$ cat src/rtl/sar_pkg.sv
// Shared definitions for the SAR ADC result path.
//   BIT_ADC  : result word width, also used by the SAR conversion logic
//   STEP_CYC : CLK cycles per SAR conversion step (48 MHz / 8 MHz)
//   rx_state_e : receiver acquisition states
package sar_pkg;

  localparam int BIT_ADC  = 8;
  localparam int STEP_CYC = 6;

  typedef enum logic {
    IDLE = 1'b0,
    ACQ  = 1'b1
  } rx_state_e;

endpackage

$ cat src/rtl/sar_rx_fifo.sv
// Synchronous FIFO buffering assembled SAR words.
// Ports:
//   clk_i, rst_i : clock, synchronous active-high reset
//   push_i       : write data_i (accepted when not full, or full with a pop)
//   pop_i        : remove head entry (ignored when empty)
//   data_o       : head entry, zero while empty
//   full_o, empty_o : occupancy status
module sar_rx_fifo #(
  parameter int WIDTH = 8,
  parameter int DEPTH = 4
) (
  input  logic             clk_i,
  input  logic             rst_i,
  input  logic             push_i,
  input  logic             pop_i,
  input  logic [WIDTH-1:0] data_i,
  output logic [WIDTH-1:0] data_o,
  output logic             full_o,
  output logic             empty_o
);

  localparam int AW = $clog2(DEPTH);

  logic [WIDTH-1:0] mem_q [DEPTH];
  logic [AW-1:0]    wr_ptr_q, rd_ptr_q;
  logic [AW:0]      count_q;
  logic             do_push, do_pop;

  assign empty_o = (count_q == '0);
  assign full_o  = (count_q == (AW+1)'(DEPTH));
  assign do_pop  = pop_i && !empty_o;
  // A pop in the same cycle frees the slot a full-FIFO push needs.
  assign do_push = push_i && (!full_o || do_pop);
  assign data_o  = empty_o ? '0 : mem_q[rd_ptr_q];

  always_ff @(posedge clk_i) begin
    if (do_push) mem_q[wr_ptr_q] <= data_i;
  end

  // Pointers wrap naturally because DEPTH is a power of two.
  always_ff @(posedge clk_i) begin
    if (rst_i) begin
      wr_ptr_q <= '0;
      rd_ptr_q <= '0;
      count_q  <= '0;
    end else begin
      if (do_push) wr_ptr_q <= wr_ptr_q + 1'b1;
      if (do_pop)  rd_ptr_q <= rd_ptr_q + 1'b1;
      case ({do_push, do_pop})
        2'b10:   count_q <= count_q + 1'b1;
        2'b01:   count_q <= count_q - 1'b1;
        default: count_q <= count_q;
      endcase
    end
  end

endmodule

$ cat src/rtl/sar_data_receiver.sv
// Receiver for the SAR ADC serial result stream. Samples DIGITAL_OUT on each
// COMP_CLK falling edge (MSB first), assembles BIT_ADC-bit words, buffers them
// in a FIFO and hands them out over valid/ready.
// Ports:
//   clk_i, rst_i    : clock, synchronous active-high reset
//   en_i            : acquisition enable
//   comp_clk_i      : comparator clock (same clock domain)
//   digital_out_i   : comparator result bit
//   data_o, data_valid_o, data_ready_i : output word handshake
//   overflow_o      : sticky, completed word dropped on full FIFO
//   timeout_err_o   : sticky, partial word abandoned on stall
//   clr_flags_i     : clears both sticky flags
//   word_cnt_o      : count of words accepted into the FIFO (wraps)
module sar_data_receiver #(
  parameter int BIT_ADC     = sar_pkg::BIT_ADC,
  parameter int FIFO_DEPTH  = 4,
  parameter int TIMEOUT_CYC = 16,
  parameter int WCNT_W      = 16
) (
  input  logic               clk_i,
  input  logic               rst_i,
  input  logic               en_i,
  input  logic               comp_clk_i,
  input  logic               digital_out_i,
  output logic [BIT_ADC-1:0] data_o,
  output logic               data_valid_o,
  input  logic               data_ready_i,
  output logic               overflow_o,
  output logic               timeout_err_o,
  input  logic               clr_flags_i,
  output logic [WCNT_W-1:0]  word_cnt_o
);

  import sar_pkg::*;

  localparam int BW = $clog2(BIT_ADC);
  localparam int IW = $clog2(TIMEOUT_CYC + 1);

  rx_state_e          state_q, state_d;
  logic               sample_en;
  logic               comp_clk_q, fall;
  logic [BIT_ADC-1:0] shift_q, shift_d;
  logic [BW-1:0]      bit_cnt_q, bit_cnt_d;
  logic [IW-1:0]      idle_cnt_q, idle_cnt_d;
  logic               overflow_q, timeout_q;
  logic [WCNT_W-1:0]  word_cnt_q;
  logic               push, pop, push_acc, overflow_evt, timeout_evt;
  logic               fifo_full, fifo_empty;

  // FSM: state register
  always_ff @(posedge clk_i) begin
    if (rst_i) state_q <= IDLE;
    else       state_q <= state_d;
  end

  // FSM: next state
  always_comb begin
    state_d = state_q;
    case (state_q)
      IDLE:    if (en_i)  state_d = ACQ;
      ACQ:     if (!en_i) state_d = IDLE;
      default: state_d = IDLE;
    endcase
  end

  // FSM: outputs. A fall in the cycle EN drops is already ignored here.
  always_comb begin
    sample_en = (state_q == ACQ) && en_i;
  end

  assign fall = comp_clk_q & ~comp_clk_i;

  always_comb begin
    shift_d     = shift_q;
    bit_cnt_d   = bit_cnt_q;
    idle_cnt_d  = idle_cnt_q;
    push        = 1'b0;
    timeout_evt = 1'b0;
    if (!sample_en) begin
      bit_cnt_d  = '0;
      idle_cnt_d = '0;
    end else if (fall) begin
      shift_d    = {shift_q[BIT_ADC-2:0], digital_out_i};
      idle_cnt_d = '0;
      if (bit_cnt_q == BW'(BIT_ADC - 1)) begin
        bit_cnt_d = '0;
        push      = 1'b1;
      end else begin
        bit_cnt_d = bit_cnt_q + 1'b1;
      end
    end else begin
      if (idle_cnt_q != IW'(TIMEOUT_CYC)) idle_cnt_d = idle_cnt_q + 1'b1;
      // Stalls between words are legal; only a partial word times out.
      if (idle_cnt_d == IW'(TIMEOUT_CYC) && bit_cnt_q != '0) begin
        timeout_evt = 1'b1;
        bit_cnt_d   = '0;
        idle_cnt_d  = '0;
      end
    end
  end

  assign pop          = data_valid_o && data_ready_i;
  assign push_acc     = push && (!fifo_full || pop);
  assign overflow_evt = push && fifo_full && !pop;

  always_ff @(posedge clk_i) begin
    if (rst_i) begin
      comp_clk_q <= 1'b0;
      shift_q    <= '0;
      bit_cnt_q  <= '0;
      idle_cnt_q <= '0;
      overflow_q <= 1'b0;
      timeout_q  <= 1'b0;
      word_cnt_q <= '0;
    end else begin
      comp_clk_q <= comp_clk_i;
      shift_q    <= shift_d;
      bit_cnt_q  <= bit_cnt_d;
      idle_cnt_q <= idle_cnt_d;
      // New error events take priority over a simultaneous clear.
      if (overflow_evt)     overflow_q <= 1'b1;
      else if (clr_flags_i) overflow_q <= 1'b0;
      if (timeout_evt)      timeout_q  <= 1'b1;
      else if (clr_flags_i) timeout_q  <= 1'b0;
      if (push_acc) word_cnt_q <= word_cnt_q + 1'b1;
    end
  end

  sar_rx_fifo #(
    .WIDTH (BIT_ADC),
    .DEPTH (FIFO_DEPTH)
  ) u_fifo (
    .clk_i   (clk_i),
    .rst_i   (rst_i),
    .push_i  (push),
    .pop_i   (pop),
    .data_i  (shift_d),
    .data_o  (data_o),
    .full_o  (fifo_full),
    .empty_o (fifo_empty)
  );

  assign data_valid_o  = !fifo_empty;
  assign overflow_o    = overflow_q;
  assign timeout_err_o = timeout_q;
  assign word_cnt_o    = word_cnt_q;

endmodule
$ cat config.mk
export PLATFORM = sky130hd
export DESIGN_NAME = sar_data_receiver
export DESIGN_NICKNAME = d
export VERILOG_FILES = /design/src/rtl/sar_pkg.sv /design/src/rtl/sar_rx_fifo.sv /design/src/rtl/sar_data_receiver.sv
export SDC_FILE = /design/constraint.sdc
export NUM_CORES = 1
export LEC_CHECK = 0
export CORE_UTILIZATION = 56
export CTS_CLUSTER_DIAMETER = 200
export DETAILED_ROUTE_END_ITERATION = 12
export HOLD_SLACK_MARGIN = 0.12
export PLACE_DENSITY = 0.79
export SYNTH_ARGS = -nofsm -noshare
export SYNTH_HDL_FRONTEND = slang
export SYNTH_SLANG_ARGS = --single-unit
export TNS_END_PERCENT = 100
$ cat constraint.sdc
create_clock -name clk_i -period 2.9 [get_ports clk_i]
set_input_delay 0.58 -clock clk_i [delete_from_list [all_inputs] [get_ports clk_i]]
set_output_delay 0.58 -clock clk_i [all_outputs]
set_load 0.1 [all_outputs]
==> metrics.cfg, run 1 <==
[status]
outcome=finished, final reports clean

[sta]
slew_headroom_pct=61.9
max_freq_mhz=371
fin_skew_ns=0.00851
hold_viol=0
worstMarginPinSlew_ns=0.568
period_share_pct=92.8
tns_ns=0
slew_violations=0
final.setup.worst_slack_ns=0.207
setup_viol=0
finalCriticalPeriod_ns=2.69
rsz0062_at_grt=false

[place]
port_buffers=33
pre_cts_ws_ns=-0.149
hpwl_mm=3.84
dp_cells=393
place_congestion=0.760

[pwr]
p_leak_nw=1.46
power.share.switching_pct=20.2
peakVddDrop_mv=0.329
switching_power_w=0.000385
seqPwrFrac_pct=58.8
p_clk_share_pct=39.8
p_int_w=0.00152
combPwrFrac_pct=1.4
total_power_w=0.00191
power_density_nw_per_um2=498

[yosys]
syn-num-nets=310
synth-main-ff-cell=dfxtp_1
async_reset_ff_share_pct=0
syn_inst=291
ys_ff_latch=77
synth_cell_type_count=42
syn-cell-area_sq_um=3280
syn_area_per_cell_sq_um=11.3
seq_area_frac_synth_pct=56.7
synth_edf_count=32
ys.warnings.count=0

[grt]
grt-ovfl-total=0
grt_use_total_pct=19.6
grt_pass1_wl_mm=9.18
antenna_found_initial=0
grt_max_degree=28
grt_pass1_vias=2057

[hold_path]
hold_path_class=reg2reg
hold_path_depth=2
hold_end=shift_q[7]
min_from=shift_q[7]

[clock_tree]
cts.sinks=77
post_cts_buffers=0
clk_pin_slew_ns=0.07
cts_buffer_depth=2
hold_buffers=0
cts_made_buffers=9
insertion_delay_ns=0.34
cts_resized=0
cts_tree=yes
htreeDepth=3
cts-root-buf=clkbuf_8

[die]
die_w_microns=78.6
start_util_pct=58.9
rows=27
coreArea_sq_um=5570
die_y_microns=78.6
io_pins=34
dieArea_sq_um=6170

[worst_setup_path]
reg2reg_from=u_fifo.count_q[0]
reg2reg_to=u_fifo.count_q[2]
cp.required_ns=3.16
crit_start=data_ready_i
cp_max_fo=2
critPathArrivalTime_ns=2.96
critPathLaunchType=primary input
r2r_slack_ns=0.48
endpoint_kind=register
critPathKind=in2reg
reg2regPathDepth=9

[detailed_routing]
dr.pass1.iters=4
antenna_left=0
vias_per_cell=5.29
drt_iter0_markers=106
routed_wl_mm=5.26
drc=0
wl_per_cell_microns=12.9
vias=2164

[layout]
fin_nets=351
final_cell_mix=dfxtp_1 (45), nand2_1 (36), buf_4 (33), edfxtp_1 (32), nor2_1 (30)
drive_gt1_share_pct=18.7
stdcell_count=409
area_growth_pct=16.6
antennaDiodeCount=0
fillCellCount=413
layout_commonest_cell=dfxtp_1

[flow_run]
drv.max_cap_violation_count=0

-- layer usage --
| layer | routed length [microns] | share of wire, % | track usage [%] |
|---|---|---|---|
| met2 | 2570 | 49 | 33.3 |
| met4 | 74 | 1.4 | 8.33 |
| met1 | 2390 | 46 | 23.7 |
| met5 | 0 | 0 | 0 |
| met3 | 221 | 4.2 | 4.53 |
-- worst max path at each step --
stage	slack, ns	to
finish	0.21	u_fifo.count_q[2]
global route	0.13	u_fifo.count_q[2]
CTS	0.21	u_fifo.count_q[2]
detailed placement	-0.15	u_fifo.count_q[2]
global placement	-0.05	u_fifo.count_q[2]
floorplan	0.24	u_fifo.count_q[2]
-- layout make-up --
cell class                      instances  area [sq um]  area share, %
Clock inverter                          7          66.3           1.73
Tap cell                               72          90.1           2.35
Timing Repair Buffer                   39           308           8.04
Inverter                               16          61.3           1.60
Sequential cell                        77          1860           48.7
Multi-Input combinational cell        189          1320           34.4
Clock buffer                            9           124           3.24
-- critical path, cell delays in order --
cell and delay, ns:
clkdlybuf4s50_1 0.42, or4b_4 0.50, and3_4 0.20, clkinv_2 0.05, ha_1 0.16, inv_1 0.05, fa_1 0.36, xor2_1 0.15
or3_1 0.31, a21oi_1 0.16
-- flip-flops by register name, summed over array words and instances (netlist names), named ones only --
register         flops
u_fifo.mem_q        32
word_cnt_o          16
shift_q              8
idle_cnt_q           5
bit_cnt_q            3
u_fifo.count_q       3
u_fifo.rd_ptr_q      2
u_fifo.wr_ptr_q      2
comp_clk_q           1
overflow_o           1
state_q              1
timeout_err_o        1
-- per-stage QoR --
stage	utilization, %	hold WS [ns]	area [sq um]
global placement	65.2	0.452	3640
finish	68.6	0.468	3830
CTS	68.6	0.468	3830
floorplan	-	0.444	3280
global route	68.6	0.506	3830
detailed placement	65.2	0.458	3640
-- synthesized netlist by cell type, drive strengths merged (2+ instances only) --
master	count	area share, %
dfxtp	45	27
nand2	37	4.5
edfxtp	32	29
nor2	30	3.4
inv	15	1.7
a21oi	14	2.2
and2	13	2.5
xnor2	12	3.2
ha	11	4.2
mux4	8	5.5
xor2	8	2.4
nand3	7	1.1
nor3	7	1.1
clkbuf	5	0.57
nand4	5	0.95
nor2b	5	0.95
o21ai	5	0.76
or3	5	0.95
and3	4	0.92
buf	4	0.76
nor4	3	0.76
a32o	2	0.61
mux2i	2	0.61
-- cells by family after synthesis --
kind of cell / after synthesis / share of synthesized area (%)
adders and majority gates: 12 / 4.80
xor gates and xnor gates: 20 / 5.57
DFF: 77 / 56.7
buffers and inverters: 25 / 3.20
and+or+nand+nor: 121 / 18.6
AOI/OAI and AO/OA: 26 / 4.96
muxes: 10 / 6.10
-- power by group through the flow --
stage	combinational (W)	sequential [W]	clock, W
6_report	0.0000267	0.00112	0.000759
5_1_grt	0.0000299	0.00112	0.000813
4_1_cts	0.0000270	0.00112	0.000778
3_5_place_dp	0.0000270	0.00115	0
3_3_place_gp	0.0000264	0.00115	0
2_1_floorplan	0.0000133	0.00115	0
Power figures use the tool's default switching activity.
==> run 2, diff against run 1 <==
Settings changed: SKIP_CTS_REPAIR_TIMING from default to 1.
==> results of run 2 <==
No change in the layout: final DEF, timing and power equal those of run 1.
